### src/rtl/wb_sram_pkg.sv
// Shared types and constants for the Wishbone-to-SRAM byte bridge.
package wb_sram_pkg;

   typedef enum logic [1:0] {
      IDLE,
      BUSY,
      ACK
   } state_t;

   localparam int LANES = 4;

   localparam logic [7:0] RAM_WEN_IDLE = 8'hFF;
   localparam logic [7:0] RAM_WEN_ALL  = 8'h00;

endpackage

### src/rtl/wb_sram_lane_pick.sv
// Lowest-set-bit picker over the byte-lane mask; 'none' flags an empty mask.
module wb_sram_lane_pick
   import wb_sram_pkg::*;
(
   input  logic [LANES-1:0] mask,
   output logic [1:0]       lane,
   output logic             none
);

   always_comb begin
      lane = 2'd0;
      none = (mask == '0);
      if (mask[0])
         lane = 2'd0;
      else if (mask[1])
         lane = 2'd1;
      else if (mask[2])
         lane = 2'd2;
      else if (mask[3])
         lane = 2'd3;
   end

endmodule

### src/rtl/wb_sram_bridge.sv
// Wishbone classic slave serialising 32-bit word accesses into byte
// operations on the 512x8 SRAM macro, one selected lane per cycle.
module wb_sram_bridge
   import wb_sram_pkg::*;
#(
   parameter logic [31:0] BASE_ADDR = 32'h3000_0000
) (
   input  logic        wb_clk_i,
   input  logic        wb_rst_i,
   input  logic        wbs_cyc_i,
   input  logic        wbs_stb_i,
   input  logic        wbs_we_i,
   input  logic [3:0]  wbs_sel_i,
   input  logic [31:0] wbs_adr_i,
   input  logic [31:0] wbs_dat_i,
   output logic        wbs_ack_o,
   output logic [31:0] wbs_dat_o,
   output logic        ram_cen_o,
   output logic        ram_gwen_o,
   output logic [7:0]  ram_wen_o,
   output logic [8:0]  ram_a_o,
   output logic [7:0]  ram_d_o,
   input  logic [7:0]  ram_q_i
);

   state_t      state;
   logic [6:0]  adr_q;
   logic        we_q;
   logic [3:0]  pend;
   logic [31:0] dat_q;
   logic [31:0] rdata;
   logic        cap_valid;
   logic [1:0]  cap_lane;

   logic        hit;
   logic        req;
   logic [3:0]  pick_mask;
   logic [1:0]  pick_lane;
   logic        pick_none;
   logic [3:0]  lane_bit;
   logic [6:0]  src_adr;
   logic [31:0] src_dat;
   logic        src_we;
   logic [31:0] rdata_cap;
   logic        read_on_bus;
   logic        unused_adr_bits;

   assign unused_adr_bits = ^wbs_adr_i[1:0];

   // In IDLE the first lane is issued straight from the request so that
   // lane 0 is on the macro pins during the cycle after the accept edge.
   always_comb begin
      hit         = (wbs_adr_i[31:9] == BASE_ADDR[31:9]);
      req         = wbs_cyc_i & wbs_stb_i & hit;
      pick_mask   = (state == IDLE) ? wbs_sel_i : pend;
      src_adr     = (state == IDLE) ? wbs_adr_i[8:2] : adr_q;
      src_dat     = (state == IDLE) ? wbs_dat_i : dat_q;
      src_we      = (state == IDLE) ? wbs_we_i : we_q;
      lane_bit    = 4'b0001 << pick_lane;
      read_on_bus = !ram_cen_o && !we_q;
      rdata_cap   = rdata;
      if (cap_valid)
         rdata_cap[{cap_lane, 3'b000} +: 8] = ram_q_i;
   end

   wb_sram_lane_pick u_pick (
      .mask (pick_mask),
      .lane (pick_lane),
      .none (pick_none)
   );

   // Bus FSM plus registered macro pins; the macro defaults to idle each
   // cycle and is only enabled when a lane is issued.
   always_ff @(posedge wb_clk_i) begin
      if (wb_rst_i) begin
         state      <= IDLE;
         adr_q      <= '0;
         we_q       <= 1'b0;
         pend       <= '0;
         dat_q      <= '0;
         rdata      <= '0;
         cap_valid  <= 1'b0;
         cap_lane   <= '0;
         wbs_ack_o  <= 1'b0;
         wbs_dat_o  <= '0;
         ram_cen_o  <= 1'b1;
         ram_gwen_o <= 1'b1;
         ram_wen_o  <= RAM_WEN_IDLE;
         ram_a_o    <= '0;
         ram_d_o    <= '0;
      end else begin
         wbs_ack_o  <= 1'b0;
         wbs_dat_o  <= '0;
         ram_cen_o  <= 1'b1;
         ram_gwen_o <= 1'b1;
         ram_wen_o  <= RAM_WEN_IDLE;
         ram_a_o    <= '0;
         ram_d_o    <= '0;

         case (state)
            IDLE: begin
               if (req) begin
                  adr_q     <= wbs_adr_i[8:2];
                  we_q      <= wbs_we_i;
                  dat_q     <= wbs_dat_i;
                  rdata     <= '0;
                  cap_valid <= 1'b0;
                  pend      <= pick_mask & ~lane_bit;
                  state     <= BUSY;
                  if (!pick_none) begin
                     ram_cen_o  <= 1'b0;
                     ram_gwen_o <= ~src_we;
                     ram_wen_o  <= src_we ? RAM_WEN_ALL : RAM_WEN_IDLE;
                     ram_a_o    <= {src_adr, pick_lane};
                     ram_d_o    <= src_dat[{pick_lane, 3'b000} +: 8];
                  end
               end
            end

            BUSY: begin
               if (!wbs_cyc_i) begin
                  state     <= IDLE;
                  pend      <= '0;
                  cap_valid <= 1'b0;
               end else begin
                  rdata     <= rdata_cap;
                  cap_valid <= read_on_bus;
                  cap_lane  <= ram_a_o[1:0];
                  if (!pick_none) begin
                     pend       <= pend & ~lane_bit;
                     ram_cen_o  <= 1'b0;
                     ram_gwen_o <= ~src_we;
                     ram_wen_o  <= src_we ? RAM_WEN_ALL : RAM_WEN_IDLE;
                     ram_a_o    <= {src_adr, pick_lane};
                     ram_d_o    <= src_dat[{pick_lane, 3'b000} +: 8];
                  end else if (!read_on_bus) begin
                     state     <= ACK;
                     wbs_ack_o <= 1'b1;
                     wbs_dat_o <= rdata_cap;
                  end
               end
            end

            ACK: begin
               state <= IDLE;
            end

            default: begin
               state <= IDLE;
            end
         endcase
      end
   end

endmodule

### config.mk
export PLATFORM = sky130hd
export DESIGN_NAME = wb_sram_bridge
export DESIGN_NICKNAME = d
export VERILOG_FILES = /design/src/rtl/wb_sram_pkg.sv /design/src/rtl/wb_sram_lane_pick.sv /design/src/rtl/wb_sram_bridge.sv
export SDC_FILE = /design/constraint.sdc
export NUM_CORES = 1
export LEC_CHECK = 0
export CAP_MARGIN = 15
export CELL_PAD_IN_SITES_DETAIL_PLACEMENT = 0
export CELL_PAD_IN_SITES_GLOBAL_PLACEMENT = 2
export CORE_MARGIN = 1
export CORE_UTILIZATION = 26
export DETAILED_ROUTE_END_ITERATION = 8
export PLACE_DENSITY_LB_ADDON = 0.15
export SLEW_MARGIN = 5
export SYNTH_ARGS = -nofsm -noshare
export SYNTH_HDL_FRONTEND = slang
export SYNTH_SLANG_ARGS = --single-unit
### constraint.sdc
create_clock -name wb_clk_i -period 1.7 [get_ports wb_clk_i]
set_input_delay 0.34 -clock wb_clk_i [delete_from_list [all_inputs] [get_ports wb_clk_i]]
set_output_delay 0.34 -clock wb_clk_i [all_outputs]
set_load 0.05 [all_outputs]
* After elaboration in Yosys (flattened, before gate mapping) *
Index checks and enable logic that the tools add are counted.

word-level totals
  output and inout port bits = 60
  register bits after elaboration = 141
  word-level logic and storage cells = 97
  input bits = 81

operators by class
  shift-type cells = 4
  add/subtract/negate cells = 1
  bitwise logic cells = 9
  reduce and logical (&&, ||, !) cells = 14
  eq/ne operators = 7
  muxes and demuxes = 47

operators by type and width
  cell                      count
  $mux W32                  4
  $pmux W32 S2              1
  $mux W8                   7
  $bwmux W32                1
  $pmux W8 S2               2
  $shift A8 B7 Y32 const A  1
  $shiftx A32 B6 Y8         1
  $shiftx A8 B7 Y32         1
  $mux W9                   3
  $eq A23 B21 Y1 const B    1
  $pmux W9 S2               1
  $mux W2                   8
  $mux W4                   4
  $mux W1                   10
  $ne A3 B3 Y1 const B      3
  $reduce_and A3 Y1         3
  $and A4 B4 Y4             2
  $pmux W4 S2               1
  $mux W7                   1
  $neg A5 Y7                1
  $pmux W1 S2               3
  $reduce_and A2 Y1         3
  $reduce_or A5 Y1          1
  $logic_not A4 Y1          1
  other kinds (12)          18

* Depth between registers and ports, before layout *
  word-level depth = 12
  gate-level depth with buffers = 8
  mapped depth without buffers = 7

* Modules after synthesis *
A second synthesis with hierarchy kept.

unflattened totals
  cell total of the unflattened synthesis = 645
  area, all modules = 6177.2 µm²

by module, submodules not included
  module             area an instance (µm²)  instances  cells an instance
  wb_sram_bridge     6140.9                  1          639
  wb_sram_lane_pick  36.3                    1          6

* Worst setup path after synthesis *
No wires, ideal clock.

  path type = flip-flop to flip-flop
  from = register cap_lane[0]
  to = register rdata[29]
  cell stages (with the launch flop) = 8
  arrival time = 1810 ps
  path buffers = 2
  library setup time = 59 ps
  setup slack = -169 ps
  period minus slack after synthesis = 1869 ps
  cells stage by stage = dfxtp_1 inv_1 ha_1 and4b_1 clkbuf_1 clkbuf_1 a22o_1 a21o_1

between the ends
  word-level cells in the longest chain between the ends = 6
  elaborated cells on any way between the ends = 7
  classes of those cells = 1 x add/sub; 2 x shift; 4 x mux

ends and longest elaborated chain
  item                                                          RTL line               RTL
  from (decl)                                                   wb_sram_bridge.sv:33   logic [1:0] cap_lane;
  from (signal assigned)                                        wb_sram_bridge.sv:128  cap_lane <= ram_a_o[1:0];
  $neg A5 Y7 *                                                  wb_sram_bridge.sv:63   rdata_cap[{cap_lane, 3'b000} +: 8] = ram_q_i;
  $shiftx A8 B7 Y32 / $shift A8 B7 Y32 (equally long branches)  wb_sram_bridge.sv:63
  $bwmux W32 *                                                  wb_sram_bridge.sv:63
  $mux W32 *                                                    wb_sram_bridge.sv:62   if (cap_valid)
  $mux W32 *                                                    wb_sram_bridge.sv:121  if (!wbs_cyc_i) begin
  $pmux W32 S2 *                                                wb_sram_bridge.sv:100  case (state)
  to (signal assigned)                                          wb_sram_bridge.sv:126  rdata <= rdata_cap;
  to (decl)                                                     wb_sram_bridge.sv:31   logic [31:0] rdata;

Mark *: on every way between the ends. The rest lies on a longest branch, timed or not. The select of a mux whose other input is x is not followed.
A chain may end at the register's enable or synchronous reset.

* Worst setup path in the final report *
  from = register state[1]
  to = register dat_q[15]

between the ends
  word-level cells in the longest chain between the ends = 2

ends and longest elaborated chain
  item                                RTL line               RTL
  from (decl)                         wb_sram_bridge.sv:26   state_t state;
  from (signal assigned)              wb_sram_bridge.sv:76   state <= IDLE;
  from (signal assigned)              wb_sram_bridge.sv:109  state <= BUSY;
  from (signal assigned)              wb_sram_bridge.sv:122  state <= IDLE;
  $logic_not A2 Y1                    wb_sram_bridge.sv:100
  $reduce_and A2 Y1 (no source line)  --
  to (signal assigned)                wb_sram_bridge.sv:105  dat_q <= wbs_dat_i;
  to (decl)                           wb_sram_bridge.sv:30   logic [31:0] dat_q;

No other way between the ends.

==> reports/results.ini <==
[power_and_ir_drop]
p_leak_nw=4.15
power_per_cell_area_nw_per_um2=764
peakVddDrop_mv=0.637

[yosys]
syn_area_um2=5690
ys_warn_count=0
synth_edf_count=0
synth_fa_ha_area_share_pct=1.10
async_reset_ff_share_pct=0
synth_compound_area_share_pct=24.0
netlist_instances=660
ys_ff_latch=133
synth-xor-area-share_pct=0
synth_mux_area_share_pct=1.61
synthSimpleGateAreaFrac_pct=21.0
synth_common_cells=nand2_1 (135), dfxtp_1 (133), nor2_1 (59)
synth_cell_types=51
yosysTopAreaCell=dfxtp_1
ys_top_cells_by_area=dfxtp_1 (47%), nand2_1 (8.9%), a22o_1 (5.4%), a21oi_1 (4.8%), a21o_1 (4.4%)
synth-seq-area-share_pct=46.8
synth.net_count=746
yosysTopAreaCellShare_pct=46.8
synth-main-ff-cell=dfxtp_1
avgSynthCellArea_um2=8.62
synth_top_family_by_area=compound AO/OA/AOI/OAI gates
yosysMostFrequentCell=nand2_1

[setup_path]
crit_chain=buf_6 > or2_4 > buf_12 > nor3_4 > buf_6 > buf_12 > buf_16 > nand2_2 > a21oi_1
end_kind=flop
crit_arrival_ns=2.16
critPathSlowestCell=dfxtp_2
worstPathRequired_ns=2.05
slowest_delay_ns=0.33
crit_type=reg -> reg
crit_fanout=5
cp-start-kind=flop

[cts]
htree_num_levels=4
numCtsBuffers=17
postCtsHoldBufs=0
clock-root-buffer=clkbuf_16
clk_path_buf_depth=2
clkLatencyLatePin_ns=0.42
cts.sinks=133
path_clk_slew_ns=0.06
cts_tree=built

[grt]
grt_pass1_vias=5605
use_met2_pct=29.0
antenna_found_initial=1
busiest_layer=met2
grt_util_met3_pct=3.45
grt_pass1_wl_um=31200
grtUsageTotal_pct=18.4
grt_use_met1_pct=25.2
grt_max_degree=43
grt_overflow_total=0

[status]
status=finished with violations
violations=setup timing

[die]
initial_core_util_pct=26.8
die_y_um=150
fp.dieArea_um2=22500
fp-row-count=53
die_x_um=150
core-area_um2=21200
ios=141

[route]
vias=5795
wl_per_cell_um=18.2
viasPerCell=4.97
ant_nets=0
drt-initial-drc-count=303
wl_um=21200
drc=0
drt_pass1_iterations=4

[sta]
tightest_slew_ns=0.520
finalHoldViolCount=0
fin_crit_sh_pct=106
rsz0062_at_grt=true
fin_ws_ns=-0.110
setup-violations-final=67
fin_crit_ns=1.81
relSlewSlack_pct=65.1
fmax_ghz=0.552
whs_ns=0.423
skew_ns=0.0120
setup-tns-final_ns=-3.48
drv_slew=0

[cells_and_area]
multi_input_area_um2=3370
num-nets-final=965
areaGrowthSynthToFinish_pct=68.8
seqCellArea_um2=2670
fillCellCount=2119
drive_gt1_share_pct=38.1
antenna_cells=0
fin_util_pct=45.2

[placed_design]
gp_congestion=0.808
io_buffers=138
place.detailed.hpwl_um=13300

[job]
maxCapViolCount=0

[min_path]
hp-class=in -> reg

final timing paths:
check                                from     endpoint  slack, ns  cells past startpoint
worst min register to register  dat_q[15]    dat_q[15]       0.45                      2
worst max-delay path             state[1]    dat_q[15]      -0.11                      9
worst max register to register   state[1]    dat_q[15]      -0.11                      9
worst min-delay path             wb_rst_i  cap_lane[1]       0.42                      3
registers in the layout, summed over array words and instances (netlist names):
name and cells:
pend 4, cap_lane 2, ram_a_o 9, ram_cen_o 1
cap_valid 1, ram_d_o 8, wbs_ack_o 1, we_q 1
dat_q 32, state 2, wbs_dat_o 32, adr_q 7
ram_wen_o 1, rdata 32
what timing repair did:
action,4_1_cts,5_1_grt
setup buffers,13,17
cloned,4,7
pin swaps,22,62
endpoints found under the setup margin,129,128
gates resized for setup,82,137
per-stage QoR:
stage | power [mW] | setup WS, ns | area (um^2) | std cells
3_3_place_gp | 3.63 | -0.587 | 7870 | 1099
6_report | 7.33 | -0.110 | 9600 | 1167
4_1_cts | 7.39 | -0.0981 | 8930 | 1146
5_1_grt | 7.59 | -0.173 | 9600 | 1167
2_1_floorplan | 3.30 | 0.00820 | 5730 | 660
3_5_place_dp | 3.63 | -0.672 | 7870 | 1099
worst max-delay path: cells and delay by family (launching register included):
family                 cells  cell delay (ns)
AOI/OAI and AO/OA          1             0.12
buffers and inverters      5             0.72
DFF                        1             0.33
and+or+nand+nor            3             0.55
cell type report:
cell class,instances,share of cell area (%)
Inverter,8,0.313
Sequential cell,133,27.8
Timing Repair Buffer,252,27.0
Clock inverter,11,1.29
Multi-Input combinational cell,467,35.1
Tap cell,275,3.58
Clock buffer,21,4.90
where the power goes:
part	internal, mW	switching [mW]
sequential	3.12	0.0000000300
clock	2.28	1.42
combinational	0.273	0.240
metal layers:
layer | wire (um) | share of wire (%)
met1 | 10100 | 48
met2 | 9660 | 46
met3 | 1100 | 5.2
met4 | 309 | 1.5
met5 | 10 | 0.047
placed cells by master (no fill, tap or decap), drive strengths merged, types with 2 or more instances in the layout:
| cell type | synthesis | routed |
|---|---|---|
| a21o | 33 | 33 |
| a21oi | 55 | 55 |
| a22o | 35 | 35 |
| a22oi | 33 | 33 |
| a311oi | 8 | 8 |
| a32oi | 8 | 8 |
| and2 | 9 | 9 |
| and4 | 2 | 2 |
| buf | 26 | 170 |
| bufinv | 0 | 2 |
| clkbuf | 26 | 30 |
| clkdlybuf4s15 | 0 | 3 |
| clkdlybuf4s50 | 0 | 54 |
| clkinv | 1 | 5 |
| clkinvlp | 0 | 3 |
| dfxtp | 133 | 133 |
| dlygate4sd2 | 0 | 7 |
| dlymetal6s2s | 0 | 9 |
| ha | 5 | 5 |
| inv | 7 | 9 |
| mux2i | 8 | 8 |
| nand2 | 135 | 135 |
| nand2b | 5 | 5 |
| nand3 | 3 | 3 |
| nand4b | 2 | 2 |
| nor2 | 59 | 59 |
| nor2b | 2 | 2 |
| nor3 | 19 | 19 |
| nor3b | 8 | 8 |
| nor4 | 5 | 5 |
| nor4bb | 2 | 2 |
| o211ai | 2 | 2 |
| o21ai | 11 | 11 |
| or4b | 2 | 2 |
kinds of logic (layout without fill, tap and decap cells):
logic type | count (synthesis) | in the layout
mux | 9 | 9
buf+inv | 60 | 292
fa+ha+maj | 5 | 5
flops | 133 | 133
simple gates | 261 | 261
compound gates | 192 | 192
(Power assumes the default switching activity.)
